--- config.mk ---
export PLATFORM = sky130hd
export DESIGN_NAME = alu_mult_seq
export DESIGN_NICKNAME = d
export VERILOG_FILES = /design/src/rtl/alu_mult_seq.sv
export SDC_FILE = /design/constraint.sdc
export NUM_CORES = 1
export LEC_CHECK = 0
export ABC_AREA = 0
export ABC_CLOCK_PERIOD_IN_PS = 1700
export BUFFER_PORTS_ARGS = -buffer_cell sky130_fd_sc_hd__buf_4
export CAP_MARGIN = 10
export CORE_ASPECT_RATIO = 1.2
export CORE_UTILIZATION = 46
export CTS_CLUSTER_DIAMETER = 60
export DETAILED_ROUTE_END_ITERATION = 7
export PLACE_DENSITY = 0.83
export RECOVER_POWER = 25
export SYNTH_ARGS = -nofsm -noshare
export SYNTH_HDL_FRONTEND = slang
export SYNTH_SLANG_ARGS = --single-unit
--- constraint.sdc ---
create_clock -name clk -period 1.7 [get_ports clk]
set_input_delay 0.085 -clock clk [delete_from_list [all_inputs] [get_ports clk]]
set_output_delay 0.085 -clock clk [all_outputs]
set_load 0.05 [all_outputs]
--- src/rtl/alu_mult_seq.sv ---
// alu_mult_seq: unsigned WIDTH x WIDTH shift-and-add multiplier that borrows
// the shared CLA ALU for one add per multiplier bit. It requests the ALU with
// alu_req, drives the ALU operands only while it owns the bus, and presents a
// 2*WIDTH product with a start/busy/done handshake towards the control unit.
module alu_mult_seq #(
  parameter int         WIDTH  = 16,
  parameter logic [2:0] ADD_OP = 3'b010
) (
  input  logic               clk,
  input  logic               rst_n,
  input  logic               start,
  input  logic [WIDTH-1:0]   mcand,
  input  logic [WIDTH-1:0]   mplier,
  output logic               busy,
  output logic               done,
  output logic [2*WIDTH-1:0] product,
  output logic               zero,
  output logic               alu_req,
  input  logic               alu_gnt,
  output logic [WIDTH-1:0]   alu_a,
  output logic [WIDTH-1:0]   alu_b,
  output logic [2:0]         alu_op,
  input  logic [WIDTH-1:0]   alu_r,
  input  logic               alu_c_out
);

  // One extra counter bit so the iteration count never aliases WIDTH.
  localparam int CNT_W = $clog2(WIDTH) + 1;

  typedef enum logic [1:0] {
    IDLE = 2'd0,
    RUN  = 2'd1,
    DONE = 2'd2
  } state_t;

  state_t           state;
  state_t           state_nxt;

  // hi:lo is the running product; lo initially holds the multiplier, whose
  // bits are consumed from the bottom as product bits shift in from hi.
  logic [WIDTH-1:0] hi;
  logic [WIDTH-1:0] lo;
  logic [WIDTH-1:0] mc;
  logic [CNT_W-1:0] cnt;
  logic             zero_q;

  // Shifted result of the current add: ALU carry becomes the new hi MSB.
  logic [WIDTH-1:0] hi_shift;
  logic [WIDTH-1:0] lo_shift;

  logic             accept;
  logic             step;
  logic             last;

  // A start is honoured in IDLE or DONE; while RUN it is simply dropped.
  assign accept = start && (state != RUN);
  assign step   = (state == RUN) && alu_gnt;
  assign last   = (cnt == CNT_W'(WIDTH - 1));

  assign hi_shift = {alu_c_out, alu_r[WIDTH-1:1]};
  assign lo_shift = {alu_r[0], lo[WIDTH-1:1]};

  assign product = {hi, lo};
  assign zero    = zero_q;

  // FSM state register; reset abandons any multiply in flight.
  always_ff @(posedge clk or negedge rst_n) begin
    if (!rst_n) begin
      state <= IDLE;
    end else begin
      state <= state_nxt;
    end
  end

  // Next-state logic and bus/handshake outputs decoded from the state.
  always_comb begin
    state_nxt = state;
    busy      = 1'b0;
    done      = 1'b0;
    alu_req   = 1'b0;
    alu_a     = '0;
    alu_b     = '0;
    alu_op    = 3'b000;
    unique case (state)
      IDLE: begin
        if (accept) begin
          state_nxt = RUN;
        end
      end
      RUN: begin
        busy    = 1'b1;
        alu_req = 1'b1;
        alu_op  = ADD_OP;
        alu_a   = hi;
        alu_b   = lo[0] ? mc : '0;
        if (step && last) begin
          state_nxt = DONE;
        end
      end
      DONE: begin
        done = 1'b1;
        if (accept) begin
          state_nxt = RUN;
        end else begin
          state_nxt = IDLE;
        end
      end
      default: begin
        state_nxt = IDLE;
      end
    endcase
  end

  // Operand latch on accept, one shift-and-add per granted RUN cycle,
  // zero flag captured on the final add and cleared on the next accept.
  always_ff @(posedge clk or negedge rst_n) begin
    if (!rst_n) begin
      hi     <= '0;
      lo     <= '0;
      mc     <= '0;
      cnt    <= '0;
      zero_q <= 1'b0;
    end else if (accept) begin
      hi     <= '0;
      lo     <= mplier;
      mc     <= mcand;
      cnt    <= '0;
      zero_q <= 1'b0;
    end else if (step) begin
      hi  <= hi_shift;
      lo  <= lo_shift;
      cnt <= cnt + CNT_W'(1);
      if (last) begin
        zero_q <= ({hi_shift, lo_shift} == '0);
      end
    end
  end

endmodule

==> flow_summary_export.csv, run 1 <==
group,metric,value,unit
sta,setup-violations-final,0,
pwr,p_switching,4.28,mW
setup_path,r2r_slack,0.16,ns
sta,maxSlewViolCount,0,
pwr,p_sw_share,53.0,%
drt,vias_per_cell,5.37,
placed_design,post-place-ws,0.262,ns
layout,stdcell_count,486,
setup_path,worst_ep_required_time,1.62,ns
floorplan,dieArea,0.00599,mm2
layout,diodes,0,
logic_synthesis,synth_area_leaders,"dfrtp_1 54%, nand2_1 12%, a22o_1 5.7%",
drt,wl_met1,3180,um
layout,drive_above_1_share,33.5,%
min_path,whs_path_depth,3,
placed_design,portBuffers,121,
pwr,pwr-share-clk,9.0,%
global_route,antenna_found_initial,0,
setup_path,arrival,1.55,ns
floorplan,die_w,70.8,um
sta,fin_hold_ws,-0.000418,ns
layout,syn_to_final_growth,50.7,%
setup_path,cp_max_fo,15,
sta,period_share,96.2,%
layout,mostFrequentLayoutCell,"buf_4",
clock_network,cts_tree,"built",
clock_network,cts_buffers,5,
pwr,p_int,3.79,mW
setup_path,slowest_stage,"dfrtp_1",
placed_design,hpwl,5080,um
sta,clock_skew,0.0104,ns
pwr,power_frac_comb,61.6,%
outcome,violations,"design-rule violations, negative hold slack",
setup_path,slowest_delay,0.41,ns
pwr,pwr_density_cell,2050,mW/mm2
drt,ant_nets,0,
logic_synthesis,ys_ff_latch,56,
layout,final_cell_mix,"129 x buf_4, 86 x nand2_1, 56 x dfrtp_1",
placed_design,placed_cells,448,
pwr,ir_drop,1.08,mV
setup_path,path_class,"reg2out",
sta,worstMarginPinSlew,1.21,ns
clock_network,cts_sinks,56,
job,drv_cap,0,
clock_network,cts_buffer_depth,2,
pwr,pwr-share-seq,29.3,%
global_route,grt_pass1_wl,12500,um
drt,routed-wl-met3,434,um
clock_network,cts.clk_slew.worst_paths,0.10,ns
drt,via_count,2610,
sta,min_period,1.64,ns
layout,final_area,0.00394,mm2
floorplan,initial_core_util,48.7,%
global_route,grt_pass1_vias,2583,
drt,drtIter0Drc,215,
pwr,p_leak,2.09,nW
floorplan,die_height,84.6,um
setup_path,r2r_cells,5,
drt,routed.top_layer,"met4",
drt,drc_errors,16,
logic_synthesis,ys_types,28,
sta,fin_ws,0.0647,ns
outcome,outcome,"complete, but fails checks",
global_route,grt_util_all_layers,26.9,%
sta,fin_tns_setup,0,ns
logic_synthesis,synth_top_cell_by_area,"dfrtp_1",
sta,slew_headroom,19.4,%
logic_synthesis,netlist_area,0.00262,mm2
placed_design,finalWeightedCongestion,0.795,
setup_path,path_cells,"nor2b_4 > buf_4 > and3_1 > buf_4",
clock_network,clk_latency,0.31,ns
layout,final_nets,478,
sta,rsz0062_at_grt,"no",
logic_synthesis,ys.warnings.count,0,
drt,firstDrtPassIters,6,
floorplan,pin_count,124,
sta,hold_violations,1,
setup_path,worstSetupEndpointType,"primary output",
layout,post-route-util,73.4,%
drt,routedWlPerCell,16.4,um
logic_synthesis,synth_top_area_share,53.6,%
setup_path,crit_path_frequent_cell,"buf_4",
floorplan,rows,29,
placed_design,postPlaceCellArea,0.00356,mm2
sta,fmax,0.612,GHz
floorplan,core_area,0.00537,mm2
logic_synthesis,yosysSeqAreaShare,53.6,%
global_route,grt-ovfl-total,0,
clock_network,h-tree-depth,2,
clock_network,root_buffer,"clkbuf_8",
global_route,grt_max_degree,57,
setup_path,crit_path_start_kind,"register",
logic_synthesis,synth.avg_cell_area,9.44,um2
logic_synthesis,synthCells,277,
drt,finalWirelength,7990,um
drt,wl_met2,4200,um
min_path,hold_class,"in2reg",
-- state kept, by name, indices dropped and copies added, names as in the netlist --
register	count
mc	16
hi	16
state	2
cnt	5
lo	16
zero	1
-- layer usage --
metal / track usage [%] / vias up
met2: 46.8 / 110
met4: 11.8 / 0
met5: 0 / -
met1: 33.0 / 1264
li1: - / 1221
met3: 4.08 / 15
-- through the flow --
stage / total power [mW] / hold slack (ns)
2_1_floorplan: 5.72 / -0.211
3_3_place_gp: 7.07 / 0.172
3_5_place_dp: 7.18 / 0.176
4_1_cts: 7.98 / 0.000959
5_1_grt: 8.45 / 0.00106
6_report: 8.06 / -0.000418
-- synth_stat cells --
library cell	count
inv_1	3
nand2b_1	2
o21ai_1	1
nand4_1	3
nor4_1	8
nand2_1	86
and2b_1	1
o21ai_0	3
mux2i_1	1
buf_4	6
nor2b_4	1
and2_1	17
ha_1	2
buf_2	8
clkbuf_1	5
a21oi_1	1
xor2_1	1
a22o_1	17
a22oi_1	4
dfrtp_1	56
and3_1	17
nor2_1	14
and3b_1	1
buf_6	4
conb_1	1
mux2i_4	1
or3_1	1
a31oi_1	12
-- power by group through the flow --
| stage | logic, mW | registers, mW | clock network [mW] |
|---|---|---|---|
| after floorplan | 2.48 | 3.25 | 0 |
| after detailed placement | 4.83 | 2.35 | 0 |
| after CTS | 4.91 | 2.33 | 0.737 |
| after global placement | 4.74 | 2.33 | 0 |
| after global routing | 5.22 | 2.43 | 0.791 |
| final | 4.97 | 2.37 | 0.727 |
-- timing repair --
action | CTS | global route
endpoints found under the setup margin | 1 | 1
buffers inserted | 2 | 0
resized for setup | 0 | 1
cloned | 0 | 0
hold buffers | 27 | 1
endpoints found under the hold margin | 82 | 1
-- worst max-delay path: cells and delay by family (launching register included) --
kind / cells / cell delay [ns]
simple gates: 2 / 0.42
buf+inv: 2 / 0.41
flops: 1 / 0.41
-- cell type report --
| cell class | count | area, um2 |
|---|---|---|
| tap | 62 | 77.6 |
| timing repair buffer | 161 | 1310 |
| inverter | 3 | 11.3 |
| multi-input combinational | 196 | 1060 |
| clock buffer | 6 | 72.6 |
| sequential | 56 | 1400 |
| fill | 379 | 1430 |
| clock inverter | 2 | 16.3 |
-- logic make-up (layout without fill, tap and decap cells) --
kind of cell    Yosys count  after routing  share of synthesized area, %
fa+ha+maj                 2              2                         0.956
flops                    56             56                          53.6
xor+xnor                  1              1                         0.335
mux                       2              2                          1.24
other cells               1              2                         0.143
compound gates           38             38                          10.7
buf+inv                  26            172                          6.12
simple gates            151            151                          27.0
-- worst paths after layout --
kind	startpoint	endpoint
worst max-delay path	state[0]	alu_b[14]
worst min-delay path	mplier[15]	lo[15]
worst max register to register	state[0]	lo[3]
worst min register to register	mc[12]	mc[12]
max in group asynchronous	rst_n	mc[11]
min in group asynchronous	rst_n	lo[14]
No activity file was read; power rests on OpenSTA's default activity.
==> inputs of run 2 (changes only) <==
- CORE_UTILIZATION: 46 -> 44
- HOLD_SLACK_MARGIN: not set -> 0.03
- MAX_ROUTING_LAYER: not set -> met4
- PLACE_DENSITY: 0.83 -> 0.8
==> run 2 against run 1 <==
  * The run now ends clean
  * Clock power is 7.3% lower
  * Final cell count up 5.3%
  * Via count is 1.1% lower
  * Combinational power is essentially flat
  * Register-to-register slack improved by 0.03 ns
  * Clock skew is 0.0071 ns lower
  * Sequential cell count unchanged
  * Die area increased by 4.4%
  * Sequential share of layout area fell by 0.94 points
  * Critical endpoint is now alu_b[13]
==> flow_summary_export.csv, run 2 (same netlist as run 1, synthesis figures left out) <==
group,metric,value,unit
floorplan,die_height,86.5,um
setup_path,slowest_stage,"dfrtp_1",
pwr,pwr-share-seq,29.1,%
pwr,p_leak,2.12,nW
setup_path,worstReg2RegEnd,"lo[4]",
setup_path,arrival,1.57,ns
setup_path,r2r_start,"state[1]",
pwr,p_switching,4.20,mW
layout,final_area,0.00405,mm2
sta,maxSlewViolCount,0,
min_path,worstHoldStart,"mplier[8]",
layout,drive_above_1_share,32.6,%
clock_network,cts_buffers,5,
floorplan,dieArea,0.00626,mm2
drt,drc_errors,0,
sta,fmax,0.605,GHz
setup_path,cpLargestDelayFamily,"simple AND/OR/NAND/NOR gates",
global_route,grt_pass1_vias,2429,
clock_network,cts_sinks,56,
clock_network,h-tree-depth,2,
placed_design,hpwl,4930,um
sta,fin_ws,0.0479,ns
sta,rsz0062_at_grt,"no",
drt,routedWlPerCell,14.7,um
placed_design,finalWeightedCongestion,0.842,
layout,top_regs,"hi x16, lo x16, mc x16",
global_route,grt_max_degree,57,
layout,syn_to_final_growth,54.8,%
floorplan,pin_count,124,
drt,firstDrtPassIters,4,
sta,hold_violations,0,
placed_design,postPlaceCellArea,0.00357,mm2
sta,setup-violations-final,0,
floorplan,die_w,72.4,um
floorplan,core_area,0.00571,mm2
layout,post-route-util,71.0,%
min_path,whs_path_depth,3,
min_path,hold_class,"in2reg",
setup_path,cp_num_buf_inv,2,
setup_path,slowest_delay,0.42,ns
clock_network,cts_buffer_depth,2,
drt,finalWirelength,7540,um
layout,final_nets,487,
global_route,grt_pass1_wl,11600,um
sta,min_period,1.65,ns
drt,ant_nets,0,
global_route,antenna_found_initial,0,
setup_path,r2r_cells,5,
pwr,ir_drop,1.33,mV
floorplan,initial_core_util,45.9,%
clock_network,cts_tree,"built",
setup_path,path_cells,"nor2b_4 > buf_8 > and3_1 > buf_4",
sta,fin_tns_setup,0,ns
placed_design,post-place-ws,0.261,ns
setup_path,cp_max_fo,17,
drt,drtIter0Drc,160,
layout,diodes,0,
setup_path,worstSetupEndpointType,"primary output",
setup_path,crit_path_start_kind,"register",
global_route,grt-ovfl-total,0,
pwr,pwr-share-clk,8.4,%
global_route,grt_util_all_layers,24.9,%
clock_network,root_buffer,"clkbuf_8",
clock_network,clk_latency,0.30,ns
pwr,power_frac_comb,62.5,%
min_path,holdPathEnd,"lo[8]",
setup_path,worst_ep_required_time,1.62,ns
pwr,p_int,3.81,mW
drt,vias_per_cell,5.04,
floorplan,rows,30,
pwr,p_sw_share,52.5,%
job,drv_cap,0,
drt,via_count,2581,
clock_network,cts.clk_slew.worst_paths,0.09,ns
placed_design,portBuffers,121,
setup_path,r2r_slack,0.19,ns
sta,slew_headroom,19.9,%
layout,mostFrequentLayoutCell,"buf_4",
sta,period_share,97.2,%
sta,clock_skew,0.00333,ns
layout,final_cell_mix,"127 x buf_4, 86 x nand2_1, 56 x dfrtp_1",
sta,fin_hold_ws,0.0451,ns
pwr,pwr_density_cell,1980,mW/mm2
setup_path,path_class,"reg2out",
sta,worstMarginPinSlew,1.20,ns
outcome,outcome,"finished, final reports clean",
run 2: worst register-to-register path: cells and delay by family, from the launching register on:
kind	cells	cell delay, ns
buffers and inverters	1	0.16
flip-flops	1	0.42
AO/OA/AOI/OAI	1	0.10
AND/OR/NAND/NOR	3	0.71
run 2: layer usage:
| layer | wire (um) | share of wire, % | GRT usage (%) |
|---|---|---|---|
| met1 | 3200 | 42 | 32.3 |
| met2 | 3780 | 50 | 39.8 |
| met3 | 424 | 5.6 | 4.42 |
| met4 | 138 | 1.8 | 7.49 |
| met5 | 0 | 0 | - |
run 2: stage by stage:
step	total power, mW	std cells
2_1_floorplan	5.72	278
6_report	8.01	512
3_5_place_dp	7.15	466
4_1_cts	7.90	509
5_1_grt	8.39	512
3_3_place_gp	7.06	466
run 2: what timing repair did:
action | 4_1_cts | 5_1_grt
hold endpoints to repair | 91 | 1
hold buffers | 36 | 1
setup buffers | 0 | 2
setup endpoints to repair | 0 | 30
gates resized for setup | 0 | 6
run 2: worst max path at each step:
stage	startpoint	endpoint	slack, ns	cells after the start
6_report	state[1]	alu_b[13]	0.05	4
3_3_place_gp	lo[4]	zero	0.28	4
2_1_floorplan	state[1]	alu_a[11]	0.15	4
4_1_cts	state[1]	alu_b[13]	0.03	4
5_1_grt	state[1]	alu_b[13]	0.0007	4
3_5_place_dp	cnt[0]	state[0]	0.26	6
run 2: power groups by stage:
stage	sequential, mW	clock (mW)	combinational, mW
after floorplan	3.25	0	2.48
after global placement	2.31	0	4.75
after detailed placement	2.34	0	4.81
after CTS	2.31	0.690	4.90
after global routing	2.39	0.734	5.27
final	2.33	0.674	5.00
run 2: cell type report:
| type | count | area, um2 |
|---|---|---|
| clock inverters | 1 | 5.00 |
| flip-flops and latches | 56 | 1400 |
| multi-input cells | 196 | 1060 |
| well taps | 80 | 100 |
| repair buffers | 170 | 1400 |
| inverters | 3 | 11.3 |
| fillers | 443 | 1660 |
| clock buffers | 6 | 72.6 |
==> inputs of run 3 (changes only) <==
- ABC_AREA: 0 -> 1
- SLEW_MARGIN: not set -> 20
==> run 3 against run 2 <==
  * Global-route usage is 2.2 points higher
  * Wire length is 6.3% higher
  * Synthesized area is 3.8% higher
  * Die area is 3.7% higher
  * First-iteration DRC count is 38% lower
  * Via count is 12% higher
  * Largest cell class is now buffers
==> flow_summary_export.csv, run 3 <==
group,metric,value,unit
logic_synthesis,synth_ff_type,"dfrtp_1",
logic_synthesis,yosysMostFrequentCell,"nand2_1",
clock_network,h-tree-depth,2,
min_path,whs_path_depth,3,
pwr,pwr_density_cell,1870,mW/mm2
job,drv_cap,0,
drt,finalWirelength,8020,um
layout,syn_to_final_growth,57.8,%
setup_path,r2r_cells,5,
sta,hold_violations,0,
setup_path,worstSetupEndpointType,"primary output",
clock_network,cts_sinks,56,
placed_design,placed_cells,538,
min_path,worstHoldStart,"mplier[8]",
placed_design,finalWeightedCongestion,0.780,
logic_synthesis,netlist_area,0.00272,mm2
drt,ant_nets,0,
clock_network,post-cts-setup-buffers,0,
sta,rsz0062_at_grt,"no",
logic_synthesis,synth.avg_cell_area,7.74,um2
setup_path,path_class,"reg2out",
logic_synthesis,synthArstFlopShare,100,%
placed_design,hpwl,5060,um
min_path,holdPathEnd,"lo[8]",
pwr,power,8.02,mW
clock_network,root_buffer,"clkbuf_8",
floorplan,dieArea,0.00649,mm2
sta,worstMarginPinSlew,0.718,ns
pwr,ir_drop,0.928,mV
global_route,grt-ovfl-total,0,
outcome,outcome,"finished, final reports clean",
global_route,grt_max_degree,57,
logic_synthesis,ys_types,24,
setup_path,r2r_start,"state[0]",
floorplan,initial_core_util,45.2,%
global_route,grt_util_all_layers,27.1,%
sta,setup-violations-final,0,
global_route,antenna_found_initial,0,
floorplan,pin_count,124,
sta,slew_headroom,52.2,%
layout,final_cell_mix,"123 x buf_4, 100 x nand2_1, 55 x dfrtp_1",
logic_synthesis,synth_edf_count,0,
setup_path,worst_ep_required_time,1.62,ns
logic_synthesis,yosysSeqAreaShare,51.6,%
drt,firstDrtPassIters,5,
logic_synthesis,synth_top_cell_by_area,"dfrtp_1",
logic_synthesis,ys.warnings.count,0,
layout,top_regs,"hi x16, lo x16, mc x16",
floorplan,rows,31,
setup_path,arrival,1.53,ns
drt,vias_per_cell,4.87,
sta,min_period,1.61,ns
layout,post-route-util,71.3,%
placed_design,postPlaceCellArea,0.00371,mm2
sta,clock_skew,0.00740,ns
setup_path,r2r_slack,0.18,ns
layout,drive_above_1_share,29.7,%
clock_network,cts.clk_slew.worst_paths,0.10,ns
drt,drc_errors,0,
placed_design,portBuffers,121,
logic_synthesis,synthCells,351,
logic_synthesis,ys_ff_latch,56,
clock_network,cts_tree,"built",
layout,stdcell_count,594,
sta,period_share,94.7,%
sta,maxSlewViolCount,0,
layout,final_area,0.00429,mm2
floorplan,die_height,88.1,um
setup_path,worstReg2RegEnd,"lo[0]",
setup_path,crit_path_start_kind,"register",
sta,fmax,0.621,GHz
global_route,grt_pass1_vias,2816,
drt,drtIter0Drc,100,
clock_network,cts_buffers,5,
floorplan,core_area,0.00601,mm2
drt,routedWlPerCell,13.5,um
pwr,p_leak,2.20,nW
logic_synthesis,synth_area_leaders,"dfrtp_1 52%, nand2_1 14%, nor2_1 8.3%",
floorplan,die_w,73.7,um
global_route,grt_pass1_wl,13000,um
logic_synthesis,synth_top_cells_by_count,"100 x nand2_1, 60 x nor2_1, 56 x dfrtp_1",
min_path,hold_class,"in2reg",
clock_network,clk_latency,0.31,ns
drt,via_count,2894,
clock_network,cts_buffer_depth,2,
layout,final_nets,566,
logic_synthesis,synth_top_area_share,51.6,%
layout,mostFrequentLayoutCell,"buf_4",
setup_path,cp_max_fo,33,
layout,diodes,0,
run 3: worst max-delay path by stage:
stage	startpoint	endpoint	slack (ns)
5_1_grt	state[0]	lo[0]	0.003
2_1_floorplan	lo[0]	alu_b[7]	-0.05
3_5_place_dp	state[0]	lo[0]	0.19
4_1_cts	lo[0]	alu_b[6]	0.02
6_report	state[0]	alu_a[13]	0.09
3_3_place_gp	state[1]	cnt[1]	0.27
run 3: layout make-up:
cell class	instances	area (um2)
Clock buffer	6	82.6
Clock inverter	2	10.0
Fill cell	442	1730
Inverter	41	156
Multi-Input combinational cell	234	1100
Sequential cell	56	1400
Tap cell	82	103
Timing Repair Buffer	173	1440
run 3: metal layers:
metal | up-vias | GRT usage, % | share of wire (%)
met5 | - | - | 0
met4 | 0 | 9.79 | 2.1
met3 | 18 | 5.75 | 6.7
met2 | 125 | 46.5 | 50
met1 | 1359 | 30.9 | 41
li1 | 1392 | - | -
run 3: where the power goes:
group	total (mW)	switching, mW	internal, mW
registers	2.30	0.419	1.88
logic	4.97	3.49	1.48
clock network	0.759	0.432	0.326
total	8.02	4.34	3.68
run 3: per-stage QoR:
step | hold slack (ns) | setup TNS (ns) | setup slack (ns)
3_3_place_gp | 0.176 | 0 | 0.274
5_1_grt | 0.0568 | 0 | 0.00254
2_1_floorplan | -0.211 | -0.193 | -0.0504
4_1_cts | 0.0327 | 0 | 0.0180
3_5_place_dp | 0.182 | 0 | 0.188
6_report | 0.0400 | 0 | 0.0897
run 3: cells by family after synthesis:
| kind of cell | Yosys count | synth area share (%) |
|---|---|---|
| other | 1 | 0.138 |
| AO/OA/AOI/OAI | 62 | 12.1 |
| AND/OR/NAND/NOR | 168 | 24.9 |
| adder cells (fa/ha/maj) | 2 | 0.921 |
| buffers and inverters | 62 | 10.4 |
| flip-flops | 56 | 51.6 |
run 3: timing repair:
action | 4_1_cts | 5_1_grt
hold buffers | 48 | 0
gates resized for setup | 1 | 1
hold endpoints to repair | 102 | 0
endpoints found under the setup margin | 8 | 13
run 3: critical path: stages (launching register included):
cell	delay, ns
dfrtp_1	0.43
nand2_4	0.12
buf_6	0.32
nor2_1	0.11
buf_4	0.21
